$ cat src/rtl/sdram_line_responder.sv
// sdram_line_responder
// Responder side of the VGA line-burst handshake. Accepts a line request,
// issues one BURST_LEN-word read to the SDRAM controller and streams the
// returned words out with a closing done pulse. A single-word general-purpose
// port shares the controller and is served whenever no line burst is pending.
module sdram_line_responder #(
  parameter int unsigned BURST_LEN = 128,  // words per line burst, 1..255
  parameter int unsigned ADDR_W    = 24
) (
  input  logic              clk_sys,
  input  logic              rst_n,
  // line-burst port
  input  logic              line_req,
  input  logic [ADDR_W-1:0] line_addr,
  output logic              line_grant,
  output logic [15:0]       line_data,
  output logic              line_valid,
  output logic              line_done,
  // general-purpose single-word port
  input  logic              gp_req,
  input  logic              gp_we,
  input  logic [ADDR_W-1:0] gp_addr,
  input  logic [15:0]       gp_wdata,
  output logic              gp_ack,
  output logic [15:0]       gp_rdata,
  // SDRAM controller command / read-return port
  output logic              mem_cmd_valid,
  input  logic              mem_cmd_ready,
  output logic              mem_cmd_we,
  output logic [ADDR_W-1:0] mem_cmd_addr,
  output logic [7:0]        mem_cmd_len,
  output logic [15:0]       mem_wdata,
  input  logic [15:0]       mem_rdata,
  input  logic              mem_rvalid
);

  typedef enum logic [2:0] {
    S_IDLE,
    S_L_CMD,
    S_L_DATA,
    S_L_DONE,
    S_G_CMD,
    S_G_WAIT
  } state_e;

  localparam logic [7:0] BurstLenW = 8'(BURST_LEN);

  state_e            state_q;
  logic [7:0]        cnt_q;
  logic              armed_q;

  logic              line_grant_q;
  logic [15:0]       line_data_q;
  logic              line_valid_q;
  logic              line_done_q;
  logic              gp_ack_q;
  logic [15:0]       gp_rdata_q;
  logic              mem_cmd_valid_q;
  logic              mem_cmd_we_q;
  logic [ADDR_W-1:0] mem_cmd_addr_q;
  logic [7:0]        mem_cmd_len_q;
  logic [15:0]       mem_wdata_q;

  logic [7:0]        cnt_d;

  // Word count after accepting the current return beat; BURST_LEN <= 255 so
  // this never wraps before the terminal compare fires.
  assign cnt_d = cnt_q + 8'd1;

  // Handshake FSM with all outputs registered. The command registers double
  // as the latched request fields, so nothing else needs storing.
  always_ff @(posedge clk_sys or negedge rst_n) begin
    // NOTE: every state element, including the data registers, is cleared on
    // reset so an aborted burst leaves no stale word or strobe on the outputs.
    if (!rst_n) begin
      state_q         <= S_IDLE;
      cnt_q           <= 8'd0;
      armed_q         <= 1'b1;
      line_grant_q    <= 1'b0;
      line_data_q     <= 16'd0;
      line_valid_q    <= 1'b0;
      line_done_q     <= 1'b0;
      gp_ack_q        <= 1'b0;
      gp_rdata_q      <= 16'd0;
      mem_cmd_valid_q <= 1'b0;
      mem_cmd_we_q    <= 1'b0;
      mem_cmd_addr_q  <= '0;
      mem_cmd_len_q   <= 8'd0;
      mem_wdata_q     <= 16'd0;
    end else begin
      // NOTE: non-blocking assignments throughout; the pulse defaults below
      // are overridden by later assignments in the same cycle, never raced.
      line_grant_q <= 1'b0;
      line_valid_q <= 1'b0;
      line_done_q  <= 1'b0;
      gp_ack_q     <= 1'b0;

      // A low line_req re-arms the line port; the finished burst disarms it
      // so a request still held from that burst cannot be granted again.
      if (!line_req) begin
        armed_q <= 1'b1;
      end else if (state_q == S_L_DONE) begin
        armed_q <= 1'b0;
      end

      unique case (state_q)
        S_IDLE: begin
          if (line_req && armed_q) begin
            line_grant_q    <= 1'b1;
            mem_cmd_valid_q <= 1'b1;
            mem_cmd_we_q    <= 1'b0;
            mem_cmd_addr_q  <= line_addr;
            mem_cmd_len_q   <= BurstLenW;
            state_q         <= S_L_CMD;
          end else if (gp_req) begin
            mem_cmd_valid_q <= 1'b1;
            mem_cmd_we_q    <= gp_we;
            mem_cmd_addr_q  <= gp_addr;
            mem_cmd_len_q   <= 8'd1;
            mem_wdata_q     <= gp_wdata;
            state_q         <= S_G_CMD;
          end
        end

        S_L_CMD: begin
          if (mem_cmd_ready) begin
            mem_cmd_valid_q <= 1'b0;
            state_q         <= S_L_DATA;
          end
        end

        S_L_DATA: begin
          if (mem_rvalid) begin
            line_data_q  <= mem_rdata;
            line_valid_q <= 1'b1;
            cnt_q        <= cnt_d;
            if (cnt_d == BurstLenW) begin
              state_q <= S_L_DONE;
            end
          end
        end

        S_L_DONE: begin
          line_done_q <= 1'b1;
          cnt_q       <= 8'd0;
          state_q     <= S_IDLE;
        end

        S_G_CMD: begin
          if (mem_cmd_ready) begin
            mem_cmd_valid_q <= 1'b0;
            if (mem_cmd_we_q) begin
              gp_ack_q <= 1'b1;
              state_q  <= S_IDLE;
            end else begin
              state_q <= S_G_WAIT;
            end
          end
        end

        S_G_WAIT: begin
          if (mem_rvalid) begin
            gp_rdata_q <= mem_rdata;
            gp_ack_q   <= 1'b1;
            state_q    <= S_IDLE;
          end
        end

        default: state_q <= S_IDLE;
      endcase
    end
  end

  assign line_grant    = line_grant_q;
  assign line_data     = line_data_q;
  assign line_valid    = line_valid_q;
  assign line_done     = line_done_q;
  assign gp_ack        = gp_ack_q;
  assign gp_rdata      = gp_rdata_q;
  assign mem_cmd_valid = mem_cmd_valid_q;
  assign mem_cmd_we    = mem_cmd_we_q;
  assign mem_cmd_addr  = mem_cmd_addr_q;
  assign mem_cmd_len   = mem_cmd_len_q;
  assign mem_wdata     = mem_wdata_q;

endmodule

$ cat config.mk
export PLATFORM = sky130hd
export DESIGN_NAME = sdram_line_responder
export DESIGN_NICKNAME = d
export VERILOG_FILES = /design/src/rtl/sdram_line_responder.sv
export SDC_FILE = /design/constraint.sdc
export NUM_CORES = 1
export LEC_CHECK = 0
export BUFFER_PORTS_ARGS = -buffer_cell sky130_fd_sc_hd__buf_2
export CAP_MARGIN = 20
export CORE_UTILIZATION = 25
export DETAILED_ROUTE_END_ITERATION = 7
export GPL_TIMING_DRIVEN = 1
export HOLD_SLACK_MARGIN = 0.03
export SLEW_MARGIN = 40
export SYNTH_ARGS = -nofsm -noshare
export SYNTH_HDL_FRONTEND = slang
export SYNTH_SLANG_ARGS = --single-unit
$ cat constraint.sdc
create_clock -name clk_sys -period 4.3 [get_ports clk_sys]
set_clock_uncertainty 0.15 [all_clocks]
set_input_delay 0.645 -clock clk_sys [delete_from_list [all_inputs] [get_ports clk_sys]]
set_output_delay 0.645 -clock clk_sys [all_outputs]
set_load 0.02 [all_outputs]
==> impl_metrics.json <==
{
  "wl_per_cell_um": 13.3,
  "htree_levels": 3,
  "p_int_mw": 2.31,
  "rsz0062_at_grt": "no",
  "end_kind": "flop",
  "cts_buffer_depth": 2,
  "nFillCells": 1607,
  "grt.total_usage_pct": 12.3,
  "core-area_um2": 15300,
  "cp_data_required_time_ns": 4.42,
  "yosysUniqueCellTypes": 45,
  "grtUsageMet1_pct": 15.7,
  "io_buffers": 166,
  "final_hold_viol_count": 0,
  "initial_utilization_pct": 25.9,
  "dp_hpwl_mm": 7.08,
  "ys_seq_elements": 92,
  "detail-route-antenna-nets": 0,
  "die_h_um": 128,
  "die-area_um2": 16400,
  "p_comb_share_pct": 41.9,
  "cts_resized": 0,
  "drive_gt1_share_pct": 39.0,
  "cellLeakagePower_nw": 2.83,
  "hold_path.class": "in -> async",
  "synth_top_area_share_pct": 57.5,
  "wl_mm": 9.93,
  "grt_first_pass_wirelength_mm": 15.5,
  "swShare_pct": 41.0,
  "nNetsFinal": 617,
  "cts_hold_buf": 0,
  "status": "completed",
  "synthCells": 369,
  "worstMarginPinSlew_ns": 0.752,
  "p_sw_mw": 1.61,
  "fin_setup_tns_ns": 0,
  "grt_remaining_overflow": 0,
  "power.density_nw_per_um2": 750,
  "avgViaCountPerCell": 4.28,
  "synthTopCellsByCount": "117 x nand2_1, 91 x dfrtp_1, 21 x o21ai_0",
  "worst-endpoint-arrival_ns": 2.45,
  "drv_cap": 0,
  "finalSetupViolCount": 0,
  "syn_to_final_growth_pct": 31.9,
  "seq_power_share_pct": 38.3,
  "async_flop_share_pct": 100,
  "cts_tree": "yes",
  "irDropWorstVdd_v": 0.000231,
  "maxSlewHeadroom_pct": 49.8,
  "row_count": 45,
  "die_w_um": 128,
  "setup_ws_ns": 1.98,
  "cts.sinks": 92,
  "grtUsageMet3_pct": 2.67,
  "postCtsSetupBuffers": 0,
  "dpl_cell_area_um2": 4930,
  "yosysTopAreaCell": "dfrtp_1",
  "clk_pin_slew_ns": 0.06,
  "netlist_area_um2": 3960,
  "worst_skew_pair.late_latency_ns": 0.34,
  "fmax_mhz": 430,
  "place_ws_ns": 1.74,
  "place.gp.congestion": 0.751,
  "postSynthAreaPerCell_um2": 10.7,
  "drt_iter0_markers": 168,
  "cp_max_fo": 16,
  "io_pins": 173,
  "power.total_mw": 3.92,
  "start_kind": "flop",
  "cts_buffers": 9,
  "antenna_found_initial": 2,
  "synth_area_leaders": "dfrtp_1 57%, nand2_1 11%, mux2_4 3.8%, a222oi_1 3.3%, mux2i_1 3.0%",
  "pwr-share-clk_pct": 19.9,
  "synth_ff_type": "dfrtp_1",
  "synth_seq_area_share_pct": 58.1,
  "vias": 3189,
  "period_share_pct": 54.1,
  "grt_pass1_vias": 3037,
  "yosys.cell_count.top_type": "nand2_1",
  "final.min_clock_period_ns": 2.32,
  "synth-edff-count": 0,
  "grt_busiest_layer": "met2",
  "finalMaxSlewViolations": 0,
  "grt_max_degree": 66,
  "post-route-drc-count": 0,
  "yosys_warnings": 0,
  "root_buffer": "clkbuf_16",
  "drtPass1Iterations": 6,
  "path_class": "reg -> reg",
  "fin_area_um2": 5230,
  "gr-usage-met2_pct": 19.7
}
## sequential cells by signal, summed over array words and instances, names as in the netlist, 2 cells and up
signal / flops
mem_cmd_addr: 24
mem_wdata: 16
cnt_q: 8
mem_cmd_len: 2
gp_rdata: 16
line_data: 16
state_q: 3
## critical path, cell delays in order (launching register included)
cell      delay, ns
dfstp_2        0.56
and2_1         0.62
and2_1         0.61
a222oi_1       0.23
inv_1          0.09
## final cells by class
type                            count  area [µm²]  share of cell area [%]
Antenna cell                        1        2.50                  0.0479
Clock buffer                       12         267                    5.10
Clock inverter                      4        32.5                   0.622
Inverter                           16        60.1                    1.15
Multi-Input combinational cell    240        1440                    27.5
Sequential cell                    92        2300                    44.1
Tap cell                          211         264                    5.05
Timing Repair Buffer              169         860                    16.4
## final timing paths
kind / slack, ns / from / end / depth (start not counted)
max: 1.98 / armed_q$_DFFE_PN1P_ / mem_cmd_addr[12]$_DFFE_PN0P_ / 4
min: 0.13 / rst_n / line_data[8]$_DFFE_PN0P_ / 1
max reg2reg: 1.98 / armed_q$_DFFE_PN1P_ / mem_cmd_addr[12]$_DFFE_PN0P_ / 4
min reg2reg: 0.32 / mem_wdata[12]$_DFFE_PN0P_ / mem_wdata[12]$_DFFE_PN0P_ / 2
max in group asynchronous: 3.03 / rst_n / line_data[6]$_DFFE_PN0P_ / 2
min in group clk_sys: 0.32 / mem_wdata[12]$_DFFE_PN0P_ / mem_wdata[12]$_DFFE_PN0P_ / 2
## cell families after synthesis
kind of cell               Yosys count  share of synthesized area [%]
DFF                                 92                           58.1
xor gates and xnor gates             5                           1.11
adders and majority gates            2                          0.631
buffers and inverters               42                           6.06
other                                1                         0.0946
muxes                               29                           9.09
and+or+nand+nor                    146                           15.6
AOI/OAI and AO/OA                   52                           9.25
## metal layers
metal / routed length [µm] / up-vias
met3: 568 / 12
met5: 13 / -
met2: 4700 / 103
met4: 154 / 2
met1: 4500 / 1519
li1: - / 1553
## cells in the final DEF, fill, tap and decap left out, types with 3 or more instances in the layout
master     Yosys  final
conb_1         1      6
mux2_4        10     10
dfrtp_1       91     91
inv_1         15     15
nand2_1      117    117
xnor2_1        3      3
nand3_1        3      3
o21ai_0       21     21
a222oi_1      13     13
mux2i_1       12     12
clkbuf_8       0      3
clkbuf_16      0      9
and2_1         3      3
buf_4          7      3
nor2b_1        3      3
mux2_2         6      6
buf_2          9    165
nor2_1         7      7
a21oi_1        3      3
a31oi_1        3      3
## metrics by stage
stage / utilization [%] / cells / hold WS, ns
after floorplan: - / 374 / 0.199
final: 34.1 / 745 / 0.135
after global routing: 34.1 / 744 / 0.185
after detailed placement: 32.2 / 728 / 0.308
after global placement: 32.1 / 728 / 0.308
after CTS: 34.1 / 744 / 0.164
## power by group through the flow
stage	Sequential [mW]	Combinational, mW	Clock [mW]
2_1_floorplan	1.89	0.733	0
3_3_place_gp	1.49	1.63	0
3_5_place_dp	1.51	1.67	0
4_1_cts	1.50	1.67	0.817
5_1_grt	1.55	1.80	0.849
6_report	1.50	1.64	0.779
Note: power is estimated with default switching activity, not from simulation.
